--- config.mk ---
export PLATFORM = sky130hd
export DESIGN_NAME = cache_mem_arbiter_flat
export DESIGN_NICKNAME = d
export VERILOG_FILES = /design/src/rtl/cache_mem_arbiter_if.sv /design/src/rtl/cache_mem_arbiter.sv /design/src/flat_wrapper.sv
export SDC_FILE = /design/constraint.sdc
export NUM_CORES = 1
export LEC_CHECK = 0
export ABC_AREA = 0
export BUFFER_PORTS_ARGS = -buffer_cell sky130_fd_sc_hd__buf_2
export CELL_PAD_IN_SITES_DETAIL_PLACEMENT = 0
export CELL_PAD_IN_SITES_GLOBAL_PLACEMENT = 1
export CORE_UTILIZATION = 26
export CTS_BUF_LIST = sky130_fd_sc_hd__clkbuf_4
export DETAILED_ROUTE_END_ITERATION = 7
export PLACE_DENSITY_LB_ADDON = 0.1
export SYNTH_ARGS = -nofsm -noshare
export SYNTH_HDL_FRONTEND = slang
export SYNTH_SLANG_ARGS = --single-unit
--- constraint.sdc ---
create_clock -name clock -period 1.76 [get_ports clock]
set_input_delay 0.528 -clock clock [delete_from_list [all_inputs] [get_ports clock]]
set_output_delay 0.528 -clock clock [all_outputs]
set_load 0.05 [all_outputs]
--- src/rtl/cache_mem_arbiter_if.sv ---
// Word-wide main-memory port shared by the cache refill/writeback engines.
// The arbiter drives the master side; the memory controller drives the slave side.
interface cache_mem_arbiter_if #(
  parameter int unsigned AW = 32
) ();
  logic          mem_req;
  logic          mem_we;
  logic [AW-1:0] mem_addr;
  logic [31:0]   mem_wdata;
  logic          mem_ack;
  logic [31:0]   mem_rdata;

  modport master (
    output mem_req, mem_we, mem_addr, mem_wdata,
    input  mem_ack, mem_rdata
  );

  modport slave (
    input  mem_req, mem_we, mem_addr, mem_wdata,
    output mem_ack, mem_rdata
  );
endinterface

--- src/rtl/cache_mem_arbiter.sv ---
// Arbitrates the main-memory port between I-cache refills and D-cache refills/writebacks,
// sequencing each line as a LINE_WORDS-word burst followed by a one-cycle done pulse.
module cache_mem_arbiter #(
  parameter int unsigned LINE_WORDS = 4,
  parameter int unsigned AW         = 32
) (
  input  logic                          clock,
  input  logic                          resetn,
  input  logic                          i_req,
  input  logic [AW-1:0]                 i_addr,
  input  logic                          d_req,
  input  logic                          d_we,
  input  logic [AW-1:0]                 d_addr,
  input  logic [31:0]                   d_wdata,
  output logic [$clog2(LINE_WORDS)-1:0] d_widx,
  output logic [31:0]                   fill_data,
  output logic [$clog2(LINE_WORDS)-1:0] fill_idx,
  output logic                          i_fill_we,
  output logic                          d_fill_we,
  output logic                          i_done,
  output logic                          d_done,
  output logic                          busy,
  cache_mem_arbiter_if.master           mem
);

  localparam int unsigned IW = $clog2(LINE_WORDS);
  localparam logic [AW-1:0] ALIGN_MASK = AW'(LINE_WORDS * 4 - 1);
  localparam logic [IW-1:0] LAST_IDX = IW'(LINE_WORDS - 1);

  typedef enum logic [2:0] {IDLE, I_RD, D_RD, D_WR, DONE} state_t;

  state_t        state, state_nx;
  logic [IW-1:0] cnt, cnt_nx;
  logic [AW-1:0] base, base_nx;
  logic          side_d, side_d_nx;
  logic          last_d, last_d_nx;
  logic          pick_d;
  logic          xfer;
  logic          rd_ack;

  // On a tie the side opposite the previous grant wins, so D goes first after reset.
  assign pick_d = d_req && (!i_req || !last_d);
  assign xfer   = (state == I_RD) || (state == D_RD) || (state == D_WR);
  assign rd_ack = ((state == I_RD) || (state == D_RD)) && mem.mem_ack;

  always_ff @(posedge clock) begin
    if (!resetn) begin
      state     <= IDLE;
      cnt       <= '0;
      base      <= '0;
      side_d    <= 1'b0;
      last_d    <= 1'b0;
      fill_data <= '0;
      fill_idx  <= '0;
      i_fill_we <= 1'b0;
      d_fill_we <= 1'b0;
    end else begin
      state     <= state_nx;
      cnt       <= cnt_nx;
      base      <= base_nx;
      side_d    <= side_d_nx;
      last_d    <= last_d_nx;
      i_fill_we <= (state == I_RD) && mem.mem_ack;
      d_fill_we <= (state == D_RD) && mem.mem_ack;
      if (rd_ack) begin
        fill_data <= mem.mem_rdata;
        fill_idx  <= cnt;
      end
    end
  end

  always_comb begin
    state_nx  = state;
    cnt_nx    = cnt;
    base_nx   = base;
    side_d_nx = side_d;
    last_d_nx = last_d;
    unique case (state)
      IDLE: begin
        if (i_req || d_req) begin
          side_d_nx = pick_d;
          last_d_nx = pick_d;
          cnt_nx    = '0;
          base_nx   = pick_d ? (d_addr & ~ALIGN_MASK) : (i_addr & ~ALIGN_MASK);
          state_nx  = pick_d ? (d_we ? D_WR : D_RD) : I_RD;
        end
      end
      I_RD, D_RD, D_WR: begin
        if (mem.mem_ack) begin
          cnt_nx = cnt + IW'(1);
          if (cnt == LAST_IDX) state_nx = DONE;
        end
      end
      DONE:    state_nx = IDLE;
      default: state_nx = IDLE;
    endcase
  end

  always_comb begin
    mem.mem_req   = xfer;
    mem.mem_we    = (state == D_WR);
    mem.mem_addr  = xfer ? base + (AW'(cnt) << 2) : '0;
    mem.mem_wdata = (state == D_WR) ? d_wdata : '0;
    d_widx        = (state == D_WR) ? cnt : '0;
    i_done        = (state == DONE) && !side_d;
    d_done        = (state == DONE) && side_d;
    busy          = (state != IDLE);
  end

endmodule

--- src/flat_wrapper.sv ---
// flat-port wrapper written by rule: the top's interface ports become plain ports
module cache_mem_arbiter_flat 
#(
  parameter int unsigned LINE_WORDS = 4,
  parameter int unsigned AW         = 32
)
  (clock, resetn, i_req, i_addr, d_req, d_we, d_addr, d_wdata, d_widx, fill_data, fill_idx, i_fill_we, d_fill_we, i_done, d_done, busy, mem_mem_req, mem_mem_we, mem_mem_addr, mem_mem_wdata, mem_mem_ack, mem_mem_rdata);
  cache_mem_arbiter_if #(.AW(AW)) mem_i ();
  input  logic clock;
  input  logic resetn;
  input  logic i_req;
  input  logic [AW-1:0] i_addr;
  input  logic d_req;
  input  logic d_we;
  input  logic [AW-1:0] d_addr;
  input  logic [31:0] d_wdata;
  output logic [$clog2(LINE_WORDS)-1:0] d_widx;
  output logic [31:0] fill_data;
  output logic [$clog2(LINE_WORDS)-1:0] fill_idx;
  output logic i_fill_we;
  output logic d_fill_we;
  output logic i_done;
  output logic d_done;
  output logic busy;
  output wire logic [$bits(mem_i.mem_req)-1:0] mem_mem_req;
  output wire logic [$bits(mem_i.mem_we)-1:0] mem_mem_we;
  output wire logic [$bits(mem_i.mem_addr)-1:0] mem_mem_addr;
  output wire logic [$bits(mem_i.mem_wdata)-1:0] mem_mem_wdata;
  input wire logic [$bits(mem_i.mem_ack)-1:0] mem_mem_ack;
  input wire logic [$bits(mem_i.mem_rdata)-1:0] mem_mem_rdata;
  assign mem_mem_req = mem_i.mem_req;
  assign mem_mem_we = mem_i.mem_we;
  assign mem_mem_addr = mem_i.mem_addr;
  assign mem_mem_wdata = mem_i.mem_wdata;
  assign mem_i.mem_ack = mem_mem_ack;
  assign mem_i.mem_rdata = mem_mem_rdata;
  cache_mem_arbiter #(.LINE_WORDS(LINE_WORDS), .AW(AW)) u_core (.clock(clock), .resetn(resetn), .i_req(i_req), .i_addr(i_addr), .d_req(d_req), .d_we(d_we), .d_addr(d_addr), .d_wdata(d_wdata), .d_widx(d_widx), .fill_data(fill_data), .fill_idx(fill_idx), .i_fill_we(i_fill_we), .d_fill_we(d_fill_we), .i_done(i_done), .d_done(d_done), .busy(busy), .mem(mem_i));
endmodule
; After elaboration in Yosys (flattened, before gate mapping)
; Cells that the tools add are included.
[word_totals]
out_inout_bits = 107
word_cells = 50
reg_bits = 74
inputBits = 134
[classes]
eq_ne = 8
n_addsub = 2
mux = 13
reduce_logical = 19
[op_table]
columns = op, count
row1 = 32-bit 2-to-1 mux, 3
row2 = 32-bit by 4-bit adder with 32-bit output, 1
row3 = 3-bit 2-to-1 mux, 4
row4 = 3-bit by 2-bit equality test with 1-bit output (second input constant), 2
row5 = 1-bit logical AND, 6
row6 = 2-bit 2-to-1 mux, 3
row7 = 3-bit one-hot mux with 2 select lines, 1
row8 = 3-bit AND reduction, 2
row9 = 1-bit logical OR, 4
row10 = 2-bit by 1-bit inequality test with 1-bit output (second input constant), 2
row11 = 2-bit one-hot mux with 2 select lines, 1
row12 = 3-bit by 1-bit equality test with 1-bit output (second input constant), 1
row13 = 3-bit equality test (second input constant), 1
row14 = 3-bit zero test, 1
row15 = 3-bit nonzero test, 1
row16 = 3-bit OR reduction, 1
row17 = 2-bit by 1-bit adder with 2-bit output (second input constant), 1
row18 = 2-bit equality test (second input constant), 1
row19 = 1-bit zero test, 2
row20 = 2-bit inequality test (second input constant), 1
row21 = 2-bit AND reduction, 1
row22 = 2-bit nonzero test, 1
row23 = 1-bit 2-to-1 mux, 1

; Logic depth before layout (Yosys ltp)
[logic_depth]
ltp_word = 6
depth_mapped = 7

; Worst setup path before layout
; OpenSTA, ideal clock, no wires.
[synth_timing]
path_kind = register to output
startpoint = register u_core.state[1]
endpoint = output port mem_mem_wdata[22]
path_stages_with_launch = 6
t_required_ns = 1.232
path_slack_ns = -0.706
t_arrival_ns = 1.938
path_cell_list = dfxtp_1 clkbuf_2 and3b_2 clkbuf_1 clkbuf_1 and2_1
[synth_via]
elab_chain_len = 2
[synth_lines]
columns = item, line
row1 = from (decl), cache_mem_arbiter.sv:32  ; state_t state, state_nx;
row2 = from (signal assigned), cache_mem_arbiter.sv:58  ; state <= state_nx;
row3 = 3-bit by 2-bit equality test with 1-bit output, n/a
row4 = net mem_mem_we, flat_wrapper.sv:26  ; output wire logic [$bits(mem_i.mem_we)-1:0] mem_mem_we;
row5 = 32-bit 2-to-1 mux, cache_mem_arbiter.sv:103  ; mem.mem_wdata = (state == D_WR) ? d_wdata : '0;
row6 = to (decl), flat_wrapper.sv:28  ; output wire logic [$bits(mem_i.mem_wdata)-1:0] mem_mem_wdata;
; The timed path passes the listed nets, and every way through them passes these cells.

; Worst setup path after layout
[layout_timing]
startpoint = register u_core.state[2]
endpoint = output port mem_mem_wdata[22]
[layout_via]
elab_chain_len = 2
[layout_lines]
columns = item, line
row1 = 3-bit by 2-bit equality test with 1-bit output, cache_mem_arbiter.sv:103
row2 = 32-bit 2-to-1 mux, cache_mem_arbiter.sv:103
; Every way passes these cells.

==> results.md <==
* Status: complete, but fails checks
* Failing checks: setup timing
* Antenna violations before repair at 0
* Switching power at 0.00226 W
* Max IR drop VDD at around 0.86 mV
* DP HPWL at around 7.4 mm
* Yosys top cell by area: dfxtp_1
* Htree depth at 3
* Clock Power Share at a little under a quarter
* Die Width at between 100 and 150 µm
* Synth area leaders: dfxtp_1 (41%), and2_1 (11%), nand2_1 (11%), mux2i_1 (9.9%), a222oi_1 (7.8%)
* Clk sinks at 70
* Synthesis-to-layout area growth at 72.2%
* Vias/cell at about 4.3
* Worst hold path class: input port to register
* Adder-cell share of the synthesized area at less than 1%
* Dpl cells at 807
* Combinational share of power at 44.1%
* Worst path slowest cell: dfxtp_4
* Worst EP required at ~1.2 ns
* Post-synth top cells: nand2_1 (100), dfxtp_1 (70), and2_1 (63)
* Post-synth EDFFs at 0
* Crit path arrival time at between 1.5 and 2 ns
* Detailed Route Iter0 Violations at 273
* Die footprint at 13700 µm²
* Seq/Total Area, Yosys at 40.6%
* # rows at 41
* Initial Utilization at around 27%
* Syn Std Cell Area at roughly 3400 µm²
* ANT cells at 0
* CP Max Fanout at 33
* Worst slack, placed at ~0.004 ns
* Design Area, Final at 5940 µm²
* Setup-failing EPs final at 96
* Clock Latency Late Sink at approximately 0.44 ns
* DP Area at between 4000 and 5000 µm²
* Clock tree buffer depth at 2
* Global route total overflow at 0
* Area share of the largest cell type after synthesis at between 40 and 50%
* Sequential fraction of design power at 32.8%
* Via total after detailed routing at ~3600
* CTS tree: built
* Cell-by-cell trace of the critical path: and3b_2, buf_12, and2_2, buf_6
* Finished Layout Cells at 834
* XOR/XNOR Fraction of Synth Area at less than 1%
* Simple-Gate Fraction of Synth Area at approximately 27%
* Max stage delay on crit path at 0.38 ns
* Post-route setup slack at -0.358 ns
* Fraction of layout cells with a size suffix above 1 at around 53%
* CP Launch Type: register
* Drt drc at 0
* CTS Buf Count at 9
* Core area at ~13000 µm²
* First-pass GRT wire length at around 16 mm
* Port bufs at 230
* Most common cell in the synthesized netlist: nand2_1
* Period Utilization, post-route at 120%
* Hold buffers post-CTS at 0
* P_int at between 0.003 and 0.004 W
* Mux share of post-synthesis cell area at 9.87%
* Max-cap violations at 0
* IO Pins at 241
* Synth Warn # at 0
* Largest family of logic cells by synthesized area: simple AND/OR/NAND/NOR gates
* GRT Overall Usage at around 16%
* Number of global-route vias before repair at between 3000 and 4000
* Clk pin slew, worst setup/hold paths at about 0.13 ns
* DR pass1 iterations at 8
* F_max at 0.472 GHz
* Ys async rst share at 0%
* RSZ-0062 raised after global routing: yes
* Main synth FF type: dfxtp_1
* DRT Wirelength at ~11 mm
* PD cells at 994 nW/µm²
* Crit path kind: register to output port
* Syn Area/Cell at about 8 µm²
* Nets at just under 800
* Final Hold Viols at 0
* Largest net degree at the start of global routing at 91
* Area fraction in compound gates after synthesis at roughly a tenth
* Switching share of power at 38.3%
* WL/cell at approximately 13 µm
* FF+latch count, synth at 70
* Fin crit period at roughly 2.1 ns
* Mapped Cells at about 430
* Synth cell types at 38
* Antenna-violating nets left at 0
* Root Buffer: clkbuf_4
* Die Y at around 120 µm
* Critical path capture point type: output port
* Routability Congestion at a little over 0.7
* P_leak at approximately 3.0 nW
* Max-slew violation count at 0
* Layout Skew at 0.0116 ns
## worst max-delay path: cells and delay by family, from the launching register on
kind                   cells  cell delay, ns
buffers and inverters      2            0.33
and+or+nand+nor            2            0.44
DFF                        1            0.38
## area by class of cell
type | count | area, µm²
clock buffers | 9 | 67.6
clock inverters | 7 | 123
fillers | 1265 | 6830
inverters | 58 | 218
multi-input cells | 262 | 1810
flip-flops and latches | 70 | 1410
well taps | 172 | 215
repair buffers | 256 | 2090
## path summary, 6_finish.rpt
kind,start,end,slack [ns],cells past startpoint
setup / recovery,u_core.state[2],mem_mem_wdata[22],-0.36,4
hold / removal,mem_mem_rdata[19],u_core.fill_data[19],0.31,3
setup reg to reg,u_core.state[0],u_core.base[20],-0.11,8
hold reg to reg,u_core.fill_data[29],u_core.fill_data[29],0.46,2
## cell families after synthesis
kind of cell             Yosys count
AND/OR/NAND/NOR                  185
other                              1
multiplexers                      34
XOR/XNOR                           1
flip-flops                        70
AO/OA/AOI/OAI                     39
buffers and inverters             94
adder cells (fa/ha/maj)            1
## routing by layer
layer | part of all wire [%] | global-route usage (%) | vias to the layer above
li1 | - | - | 1842
met1 | 43 | 17.9 | 1628
met2 | 49 | 26.8 | 145
met3 | 7.8 | 6.49 | 4
met4 | 0.52 | 4.56 | 0
met5 | 0 | 0 | -
## timing repair
| action | in CTS | in global routing |
|---|---|---|
| setup buffers | 3 | 4 |
| setup endpoints to repair | 78 | 96 |
| gates cloned | 1 | 4 |
| resized for setup | 179 | 35 |
| pin swaps | 2 | 19 |
## layout by cell type (no fill, tap or decap), drive strengths merged
cell / Yosys / layout
nand3: 1 / 1
bufinv: 0 / 3
nor2: 5 / 5
nand2: 100 / 100
mux2i: 34 / 34
ha: 1 / 1
or2: 1 / 1
o31ai: 1 / 1
buf: 15 / 254
o311a: 1 / 1
a221oi: 1 / 1
a31o: 1 / 1
a21oi: 1 / 1
inv: 58 / 58
dfxtp: 70 / 70
and2: 63 / 63
nand2b: 2 / 2
a222oi: 27 / 27
nor3: 2 / 2
nand4b: 1 / 1
o21ai: 5 / 5
conb: 1 / 2
nor4b: 3 / 3
and3: 3 / 3
and3b: 3 / 3
o21a: 1 / 1
xnor2: 1 / 1
clkbuf: 21 / 11
or4: 1 / 1
clkinvlp: 0 / 2
clkinv: 0 / 2
o2bb2a: 1 / 1
## registers in the layout, indices dropped and copies added, names as in the netlist
signal / flops
u_core.fill_idx: 2
u_core.side_d: 1
u_core.i_fill_we: 1
u_core.cnt: 2
u_core.d_fill_we: 1
u_core.fill_data: 32
u_core.base: 28
u_core.state: 3
## per-stage QoR
stage | util (%) | hold WS (ns) | total power [W] | TNS, ns
final | 46.5 | 0.314 | 0.00590 | -24.04
after global routing | 46.5 | 0.255 | 0.00624 | -35.68
after CTS | 45.0 | 0.256 | 0.00585 | -27.02
after detailed placement | 38.7 | 0.446 | 0.00409 | 0
after global placement | 38.7 | 0.439 | 0.00407 | -0.0610
after floorplan | - | 0.456 | 0.00353 | -2.39
## power groups by stage
stage / registers [W] / logic (W) / clock network, W
3_5_place_dp: 0.00197 / 0.00212 / 0
6_report: 0.00194 / 0.00260 / 0.00136
5_1_grt: 0.00197 / 0.00276 / 0.00151
4_1_cts: 0.00194 / 0.00248 / 0.00143
2_1_floorplan: 0.00223 / 0.00130 / 0
3_3_place_gp: 0.00196 / 0.00211 / 0
No activity file was read; power rests on OpenSTA's default activity.
